--- config.mk ---
export PLATFORM = sky130hd
export DESIGN_NAME = mem_access_stage_flat
export DESIGN_NICKNAME = d
export VERILOG_FILES = /design/src/rtl/mem_access_stage_if.sv /design/src/rtl/mem_access_stage.sv /design/src/flat_wrapper.sv
export SDC_FILE = /design/constraint.sdc
export NUM_CORES = 1
export LEC_CHECK = 0
export CORE_MARGIN = 2
export CORE_UTILIZATION = 40
export DETAILED_ROUTE_END_ITERATION = 8
export PLACE_DENSITY = 0.79
export SYNTH_ARGS = -nofsm -noshare
export SYNTH_HDL_FRONTEND = slang
export SYNTH_SLANG_ARGS = --single-unit
--- constraint.sdc ---
create_clock -name clk -period 7.05 [get_ports clk]
set_input_delay 1.7625 -clock clk [delete_from_list [all_inputs] [get_ports clk]]
set_output_delay 1.7625 -clock clk [all_outputs]
set_load 0.03 [all_outputs]
--- src/rtl/mem_access_stage_if.sv ---
// Data-memory request/acknowledge bus between the MEM stage (master) and data memory (slave).
// The request is held with stable address, data and direction until a one-cycle ack pulse.
interface mem_access_stage_if;
  logic        mem_req;
  logic        mem_we;
  logic [31:0] mem_addr;
  logic [31:0] mem_wdata;
  logic [31:0] mem_rdata;
  logic        mem_ack;

  modport master (
    output mem_req, mem_we, mem_addr, mem_wdata,
    input  mem_rdata, mem_ack
  );

  modport slave (
    input  mem_req, mem_we, mem_addr, mem_wdata,
    output mem_rdata, mem_ack
  );
endinterface

--- src/rtl/mem_access_stage.sv ---
// MEM stage: performs loads/stores over a req/ack bus and loads MEM/WB; non-memory ops take 1 cycle,
// memory ops 1 + ack-delay cycles with stall held meanwhile, abandoned after TIMEOUT WAIT cycles.
module mem_access_stage #(
  parameter int TIMEOUT = 16
) (
  input  logic                      clk,
  input  logic                      rst,
  input  logic                      in_valid,
  input  logic                      MemRead,
  input  logic                      MemWrite,
  input  logic [31:0]               rt_data,
  input  logic [4:0]                WriteAddr,
  input  logic [1:0]                MemtoReg,
  input  logic                      RegWrite,
  input  logic [31:0]               ALUOut,
  input  logic [31:0]               pc_plus_4,
  mem_access_stage_if.master        mem,
  output logic                      stall,
  output logic                      wb_valid,
  output logic                      wb_RegWrite,
  output logic [4:0]                wb_WriteAddr,
  output logic [31:0]               wb_WriteData,
  output logic [31:0]               fwd_data,
  output logic                      misalign_err,
  output logic                      bus_err
);
  localparam int CW = $clog2(TIMEOUT + 1);

  typedef enum logic {S_IDLE = 1'b0, S_WAIT = 1'b1} state_t;

  state_t        state, state_nxt;
  logic [CW-1:0] cnt;
  logic          mem_acc, mem_op, misaligned;
  logic          req, timeout;
  logic [31:0]   addr_q, wdata_q, sel_q;
  logic          we_q, rw_q, rd_sel_q;
  logic [4:0]    wa_q;

  assign mem_acc    = in_valid & (MemRead | MemWrite);
  assign mem_op     = mem_acc & (ALUOut[1:0] == 2'b00);
  assign misaligned = mem_acc & (ALUOut[1:0] != 2'b00);
  assign fwd_data   = (MemtoReg == 2'b10) ? pc_plus_4 : ALUOut;

  always_ff @(posedge clk or posedge rst) begin
    if (rst) state <= S_IDLE;
    else     state <= state_nxt;
  end

  always_comb begin
    state_nxt = state;
    if (state == S_IDLE) begin
      if (mem_op) state_nxt = S_WAIT;
    end else begin
      if (mem.mem_ack || timeout) state_nxt = S_IDLE;
    end
  end

  // An ack on the final counted cycle wins over the timeout.
  always_comb begin
    req     = 1'b0;
    timeout = 1'b0;
    stall   = 1'b0;
    if (state == S_IDLE) begin
      stall = mem_op;
    end else begin
      req     = 1'b1;
      timeout = ~mem.mem_ack & (cnt == CW'(TIMEOUT - 1));
      stall   = ~mem.mem_ack & ~timeout;
    end
  end

  assign mem.mem_req   = req;
  assign mem.mem_we    = we_q;
  assign mem.mem_addr  = addr_q;
  assign mem.mem_wdata = wdata_q;

  always_ff @(posedge clk or posedge rst) begin
    if (rst) begin
      cnt      <= '0;
      addr_q   <= '0;
      wdata_q  <= '0;
      sel_q    <= '0;
      we_q     <= 1'b0;
      rw_q     <= 1'b0;
      rd_sel_q <= 1'b0;
      wa_q     <= '0;
    end else if (state == S_IDLE) begin
      if (mem_op) begin
        cnt      <= '0;
        addr_q   <= {ALUOut[31:2], 2'b00};
        wdata_q  <= rt_data;
        sel_q    <= fwd_data;
        we_q     <= MemWrite;
        rw_q     <= RegWrite;
        rd_sel_q <= MemRead & (MemtoReg == 2'b01);
        wa_q     <= WriteAddr;
      end
    end else begin
      cnt <= cnt + CW'(1);
    end
  end

  // MEM/WB gets a bubble every cycle the access is still outstanding.
  always_ff @(posedge clk or posedge rst) begin
    if (rst) begin
      wb_valid     <= 1'b0;
      wb_RegWrite  <= 1'b0;
      wb_WriteAddr <= '0;
      wb_WriteData <= '0;
      misalign_err <= 1'b0;
      bus_err      <= 1'b0;
    end else begin
      misalign_err <= (state == S_IDLE) & misaligned;
      if (timeout) bus_err <= 1'b1;
      if (state == S_IDLE) begin
        wb_valid     <= in_valid & ~mem_op;
        wb_RegWrite  <= in_valid & ~mem_acc & RegWrite;
        wb_WriteAddr <= WriteAddr;
        wb_WriteData <= fwd_data;
      end else begin
        wb_valid     <= mem.mem_ack | timeout;
        wb_RegWrite  <= mem.mem_ack & rw_q;
        wb_WriteAddr <= wa_q;
        wb_WriteData <= (mem.mem_ack & rd_sel_q) ? mem.mem_rdata : sel_q;
      end
    end
  end
endmodule

--- src/flat_wrapper.sv ---
// flat-port wrapper written by rule: the top's interface ports become plain ports
module mem_access_stage_flat 
#(
  parameter int TIMEOUT = 16
)
  (clk, rst, in_valid, MemRead, MemWrite, rt_data, WriteAddr, MemtoReg, RegWrite, ALUOut, pc_plus_4, stall, wb_valid, wb_RegWrite, wb_WriteAddr, wb_WriteData, fwd_data, misalign_err, bus_err, mem_mem_req, mem_mem_we, mem_mem_addr, mem_mem_wdata, mem_mem_rdata, mem_mem_ack);
  mem_access_stage_if mem_i ();
  input  logic clk;
  input  logic rst;
  input  logic in_valid;
  input  logic MemRead;
  input  logic MemWrite;
  input  logic [31:0] rt_data;
  input  logic [4:0] WriteAddr;
  input  logic [1:0] MemtoReg;
  input  logic RegWrite;
  input  logic [31:0] ALUOut;
  input  logic [31:0] pc_plus_4;
  output logic stall;
  output logic wb_valid;
  output logic wb_RegWrite;
  output logic [4:0] wb_WriteAddr;
  output logic [31:0] wb_WriteData;
  output logic [31:0] fwd_data;
  output logic misalign_err;
  output logic bus_err;
  output wire logic [$bits(mem_i.mem_req)-1:0] mem_mem_req;
  output wire logic [$bits(mem_i.mem_we)-1:0] mem_mem_we;
  output wire logic [$bits(mem_i.mem_addr)-1:0] mem_mem_addr;
  output wire logic [$bits(mem_i.mem_wdata)-1:0] mem_mem_wdata;
  input wire logic [$bits(mem_i.mem_rdata)-1:0] mem_mem_rdata;
  input wire logic [$bits(mem_i.mem_ack)-1:0] mem_mem_ack;
  assign mem_mem_req = mem_i.mem_req;
  assign mem_mem_we = mem_i.mem_we;
  assign mem_mem_addr = mem_i.mem_addr;
  assign mem_mem_wdata = mem_i.mem_wdata;
  assign mem_i.mem_rdata = mem_mem_rdata;
  assign mem_i.mem_ack = mem_mem_ack;
  mem_access_stage #(.TIMEOUT(TIMEOUT)) u_core (.clk(clk), .rst(rst), .in_valid(in_valid), .MemRead(MemRead), .MemWrite(MemWrite), .rt_data(rt_data), .WriteAddr(WriteAddr), .MemtoReg(MemtoReg), .RegWrite(RegWrite), .ALUOut(ALUOut), .pc_plus_4(pc_plus_4), .mem(mem_i), .stall(stall), .wb_valid(wb_valid), .wb_RegWrite(wb_RegWrite), .wb_WriteAddr(wb_WriteAddr), .wb_WriteData(wb_WriteData), .fwd_data(fwd_data), .misalign_err(misalign_err), .bus_err(bus_err));
endmodule
==> metrics.txt <==
# TYPE chip_impl_metric gauge
chip_impl_metric{name="synth-simple-area-share",unit=""} 0.0178
chip_impl_metric{name="synth_xor_xnor_area_share",unit=""} 0.00127
chip_impl_metric{name="core_region_area",unit="mm²"} 0.0171
chip_impl_info{name="synth_commonest_cells",value="dfrtp_1, mux2_2, mux2_4, buf_2, buf_8"} 1
chip_impl_metric{name="cts.sink_count",unit=""} 149
chip_impl_metric{name="post_synth_fa_ha_maj_area_fraction",unit=""} 0.00362
chip_impl_metric{name="finish.instance_area",unit="mm²"} 0.0104
chip_impl_metric{name="cap_violations",unit=""} 0
chip_impl_metric{name="route.detailed.wl_per_inst",unit="µm"} 18.7
chip_impl_metric{name="routed-via-count",unit=""} 4454
chip_impl_metric{name="antenna_cells",unit=""} 0
chip_impl_metric{name="reg_clk_slew_reported_paths",unit="ps"} 60
chip_impl_metric{name="fin_worst_skew",unit="ps"} 9.47
chip_impl_metric{name="yosys_register_bits",unit=""} 149
chip_impl_metric{name="hold_vio_cnt_final",unit=""} 0
chip_impl_metric{name="synthesis.instances",unit=""} 413
chip_impl_info{name="worst_setup_path_start_kind",value="input port"} 1
chip_impl_metric{name="ys_seq_area_frac",unit=""} 0.540
chip_impl_metric{name="grt-ovfl-total",unit=""} 0
chip_impl_info{name="rsz0062_at_grt",value="false"} 1
chip_impl_metric{name="grt_max_degree",unit=""} 92
chip_impl_info{name="clock_tree.root_cell",value="clkbuf_16"} 1
chip_impl_info{name="main_combinational_cell_family_by_area_after_synthesis",value="multiplexers"} 1
chip_impl_metric{name="required",unit="ps"} 5290
chip_impl_metric{name="nFillCells",unit=""} 1326
chip_impl_metric{name="synth_edf_count",unit=""} 0
chip_impl_metric{name="dp.cells",unit=""} 897
chip_impl_metric{name="initial_core_util",unit=""} 0.404
chip_impl_metric{name="dieArea",unit="mm²"} 0.0183
chip_impl_metric{name="postSynth.asyncResetShare",unit=""} 1.00
chip_impl_metric{name="wl",unit="mm"} 17.4
chip_impl_metric{name="groute.usage.overall",unit=""} 0.191
chip_impl_metric{name="floorplan.io_pins",unit=""} 282
chip_impl_metric{name="yosysTopAreaCellShare",unit=""} 0.540
chip_impl_metric{name="first_global_vias",unit=""} 4894
chip_impl_metric{name="worstMarginPinSlew",unit="ps"} 959
chip_impl_metric{name="leak_pwr",unit="nW"} 4.64
chip_impl_metric{name="numCtsBuffers",unit=""} 17
chip_impl_metric{name="grt_first_pass_wirelength",unit="mm"} 26.5
chip_impl_metric{name="fin_hold_ws",unit="ps"} 484
chip_impl_metric{name="instances_no_fill",unit=""} 928
chip_impl_metric{name="post_cts_resize_count",unit=""} 0
chip_impl_metric{name="number_of_h_tree_levels",unit=""} 4
chip_impl_metric{name="floorplan.die.width",unit="µm"} 135
chip_impl_metric{name="fin_nets",unit=""} 835
chip_impl_metric{name="period_minus_slack",unit="ps"} 5730
chip_impl_info{name="most_frequent_cell_after_synthesis",value="dfrtp_1"} 1
chip_impl_info{name="run_status",value="finished, final reports clean"} 1
chip_impl_metric{name="dr.first_iter.drc_count",unit=""} 148
chip_impl_metric{name="cts_post_setup_buffers_inserted",unit=""} 0
chip_impl_metric{name="yosys-mux-area-fraction",unit=""} 0.386
chip_impl_metric{name="final-max-slew-violation-count",unit=""} 0
chip_impl_metric{name="fmax",unit="MHz"} 175
chip_impl_metric{name="compound_cell_area_share_of_the_yosys_netlist",unit=""} 0.00960
chip_impl_info{name="worstHoldPathType",value="reg2reg"} 1
chip_impl_info{name="ys.flop_type",value="dfrtp_1"} 1
chip_impl_info{name="synth.top_cells.by_area",value="dfrtp_1, mux2_4, mux2_2, buf_8, buf_12"} 1
chip_impl_metric{name="ir_worst_vdd",unit="mV"} 0.195
chip_impl_info{name="endpoint_kind",value="output pin"} 1
chip_impl_metric{name="post_synth_num_cell_types",unit=""} 34
chip_impl_metric{name="signal_arrival_time_at_the_worst_endpoint",unit="ps"} 3970
chip_impl_info{name="criticalPathCategory",value="in2out"} 1
chip_impl_metric{name="syn_avg_cell_area",unit="µm²"} 16.7
chip_impl_metric{name="port_buffers",unit=""} 279
chip_impl_metric{name="die-height",unit="µm"} 135
chip_impl_metric{name="placedInstanceArea",unit="mm²"} 0.00977
chip_impl_metric{name="place_worst_setup_slack",unit="ps"} 1310
chip_impl_metric{name="post_drt_via_cell_ratio",unit=""} 4.80
chip_impl_metric{name="fin_ws",unit="ps"} 1320
chip_impl_metric{name="syn2layout_area_growth",unit="%"} 50.3
chip_impl_metric{name="slew-limit-headroom",unit=""} 0.359
chip_impl_metric{name="cts_hold_repair.buffers",unit=""} 0
chip_impl_metric{name="crit_share_post_route",unit=""} 0.812
chip_impl_metric{name="detailedRoute.firstPassIterationCount",unit=""} 4
chip_impl_metric{name="timing.final.setup_violations",unit=""} 0
chip_impl_metric{name="drc",unit=""} 0
chip_impl_metric{name="layout-drive-gt1-share",unit=""} 0.349
chip_impl_metric{name="worst_skew_pair.late_latency",unit="ps"} 410
chip_impl_metric{name="finish.utilization",unit=""} 0.606
chip_impl_metric{name="max-clock-path-buffers",unit=""} 2
chip_impl_metric{name="yosysWarnings",unit=""} 0
chip_impl_metric{name="fin_setup_tns",unit="ps"} 0
chip_impl_metric{name="ant_nets",unit=""} 0
chip_impl_metric{name="std_cell_rows",unit=""} 48
chip_impl_metric{name="total_power",unit="mW"} 4.59
chip_impl_metric{name="syn_std_cell_area",unit="mm²"} 0.00691
chip_impl_info{name="yosysTopAreaCell",value="dfrtp_1"} 1
chip_impl_metric{name="antenna_found_initial",unit=""} 0
chip_impl_metric{name="crit_fanout",unit=""} 32
chip_impl_info{name="tritoncts",value="done"} 1
chip_impl_metric{name="final_weighted_congestion_of_routability_driven_global_placement",unit=""} 0.912
chip_impl_metric{name="hpwlAfterDp",unit="mm"} 12.4
chip_impl_metric{name="power_per_standard_cell_area",unit="mW/mm²"} 443
==> flip-flops by register name, summed over array words and instances, names as in the netlist <==
name	cells
u_core.cnt	5
u_core.misalign_err	1
u_core.wb_WriteAddr	5
u_core.bus_err	1
u_core.sel_q	32
u_core.wb_valid	1
u_core.mem.mem_we	1
u_core.wb_RegWrite	1
u_core.mem.mem_wdata	32
u_core.wa_q	5
u_core.rw_q	1
u_core.mem.mem_addr	30
u_core.state	1
u_core.rd_sel_q	1
u_core.wb_WriteData	32
==> path summary, 6_finish.rpt <==
kind	from	endpoint	slack (ps)	cells after the start
hold reg to reg	u_core.bus_err	u_core.bus_err	480	1
max in group asynchronous	rst	u_core.sel_q[15]	3860	3
min in group asynchronous	rst	u_core.wb_WriteData[14]	1860	2
setup reg to reg	u_core.state	u_core.mem.mem_addr[19]	4220	5
setup / recovery	MemtoReg[1]	fwd_data[31]	1320	5
hold / removal	u_core.bus_err	u_core.bus_err	480	1
==> final cells by class <==
| type | count | area (µm²) | share of cell area |
|---|---|---|---|
| repair buffers | 283 | 2840 | 0.273 |
| flip-flops and latches | 149 | 3730 | 0.359 |
| well taps | 225 | 282 | 0.0271 |
| inverters | 4 | 20.0 | 0.00193 |
| multi-input cells | 236 | 2900 | 0.279 |
| clock buffers | 19 | 433 | 0.0417 |
| clock inverters | 12 | 180 | 0.0174 |
==> power by group <==
group	leakage [nW]	internal [mW]	switching (mW)
sequential	1.77	1.26	0.204
clock	0.293	0.592	0.349
combinational	2.57	1.12	1.06
total	4.64	2.98	1.62
==> kinds of logic after synthesis <==
logic type | Yosys count
AND/OR/NAND/NOR | 18
flip-flops | 149
multiplexers | 204
XOR/XNOR | 1
adder cells (fa/ha/maj) | 2
buffers and inverters | 29
other | 1
AO/OA/AOI/OAI | 9
==> worst max-delay path: stages <==
cell             delay (ps)
clkdlybuf4s50_1         470
nor2b_4                 130
buf_4                   550
mux2_2                  430
clkdlybuf4s50_1         600
==> per-layer routing <==
layer  routed length [µm]  track usage
met1                 6880        0.223
met2                 9060        0.326
met3                 1060       0.0591
met4                  356       0.0770
met5                    0            0
==> placed cells by master, fill, tap and decap left out, types with 2 or more instances in the layout <==
cell type and instances:
clkinv_2 2, conb_1 2, clkinv_4 3, inv_6 2, dfrtp_1 148, clkinvlp_4 2, clkbuf_1 2, mux2_4 99
mux2_2 105, nand3_1 2, a22o_1 3, nor2_1 4, inv_1 3, bufinv_16 4, buf_4 3, clkbuf_16 17
clkdlybuf4s50_1 279, ha_1 2
Power figures use the tool's default switching activity.
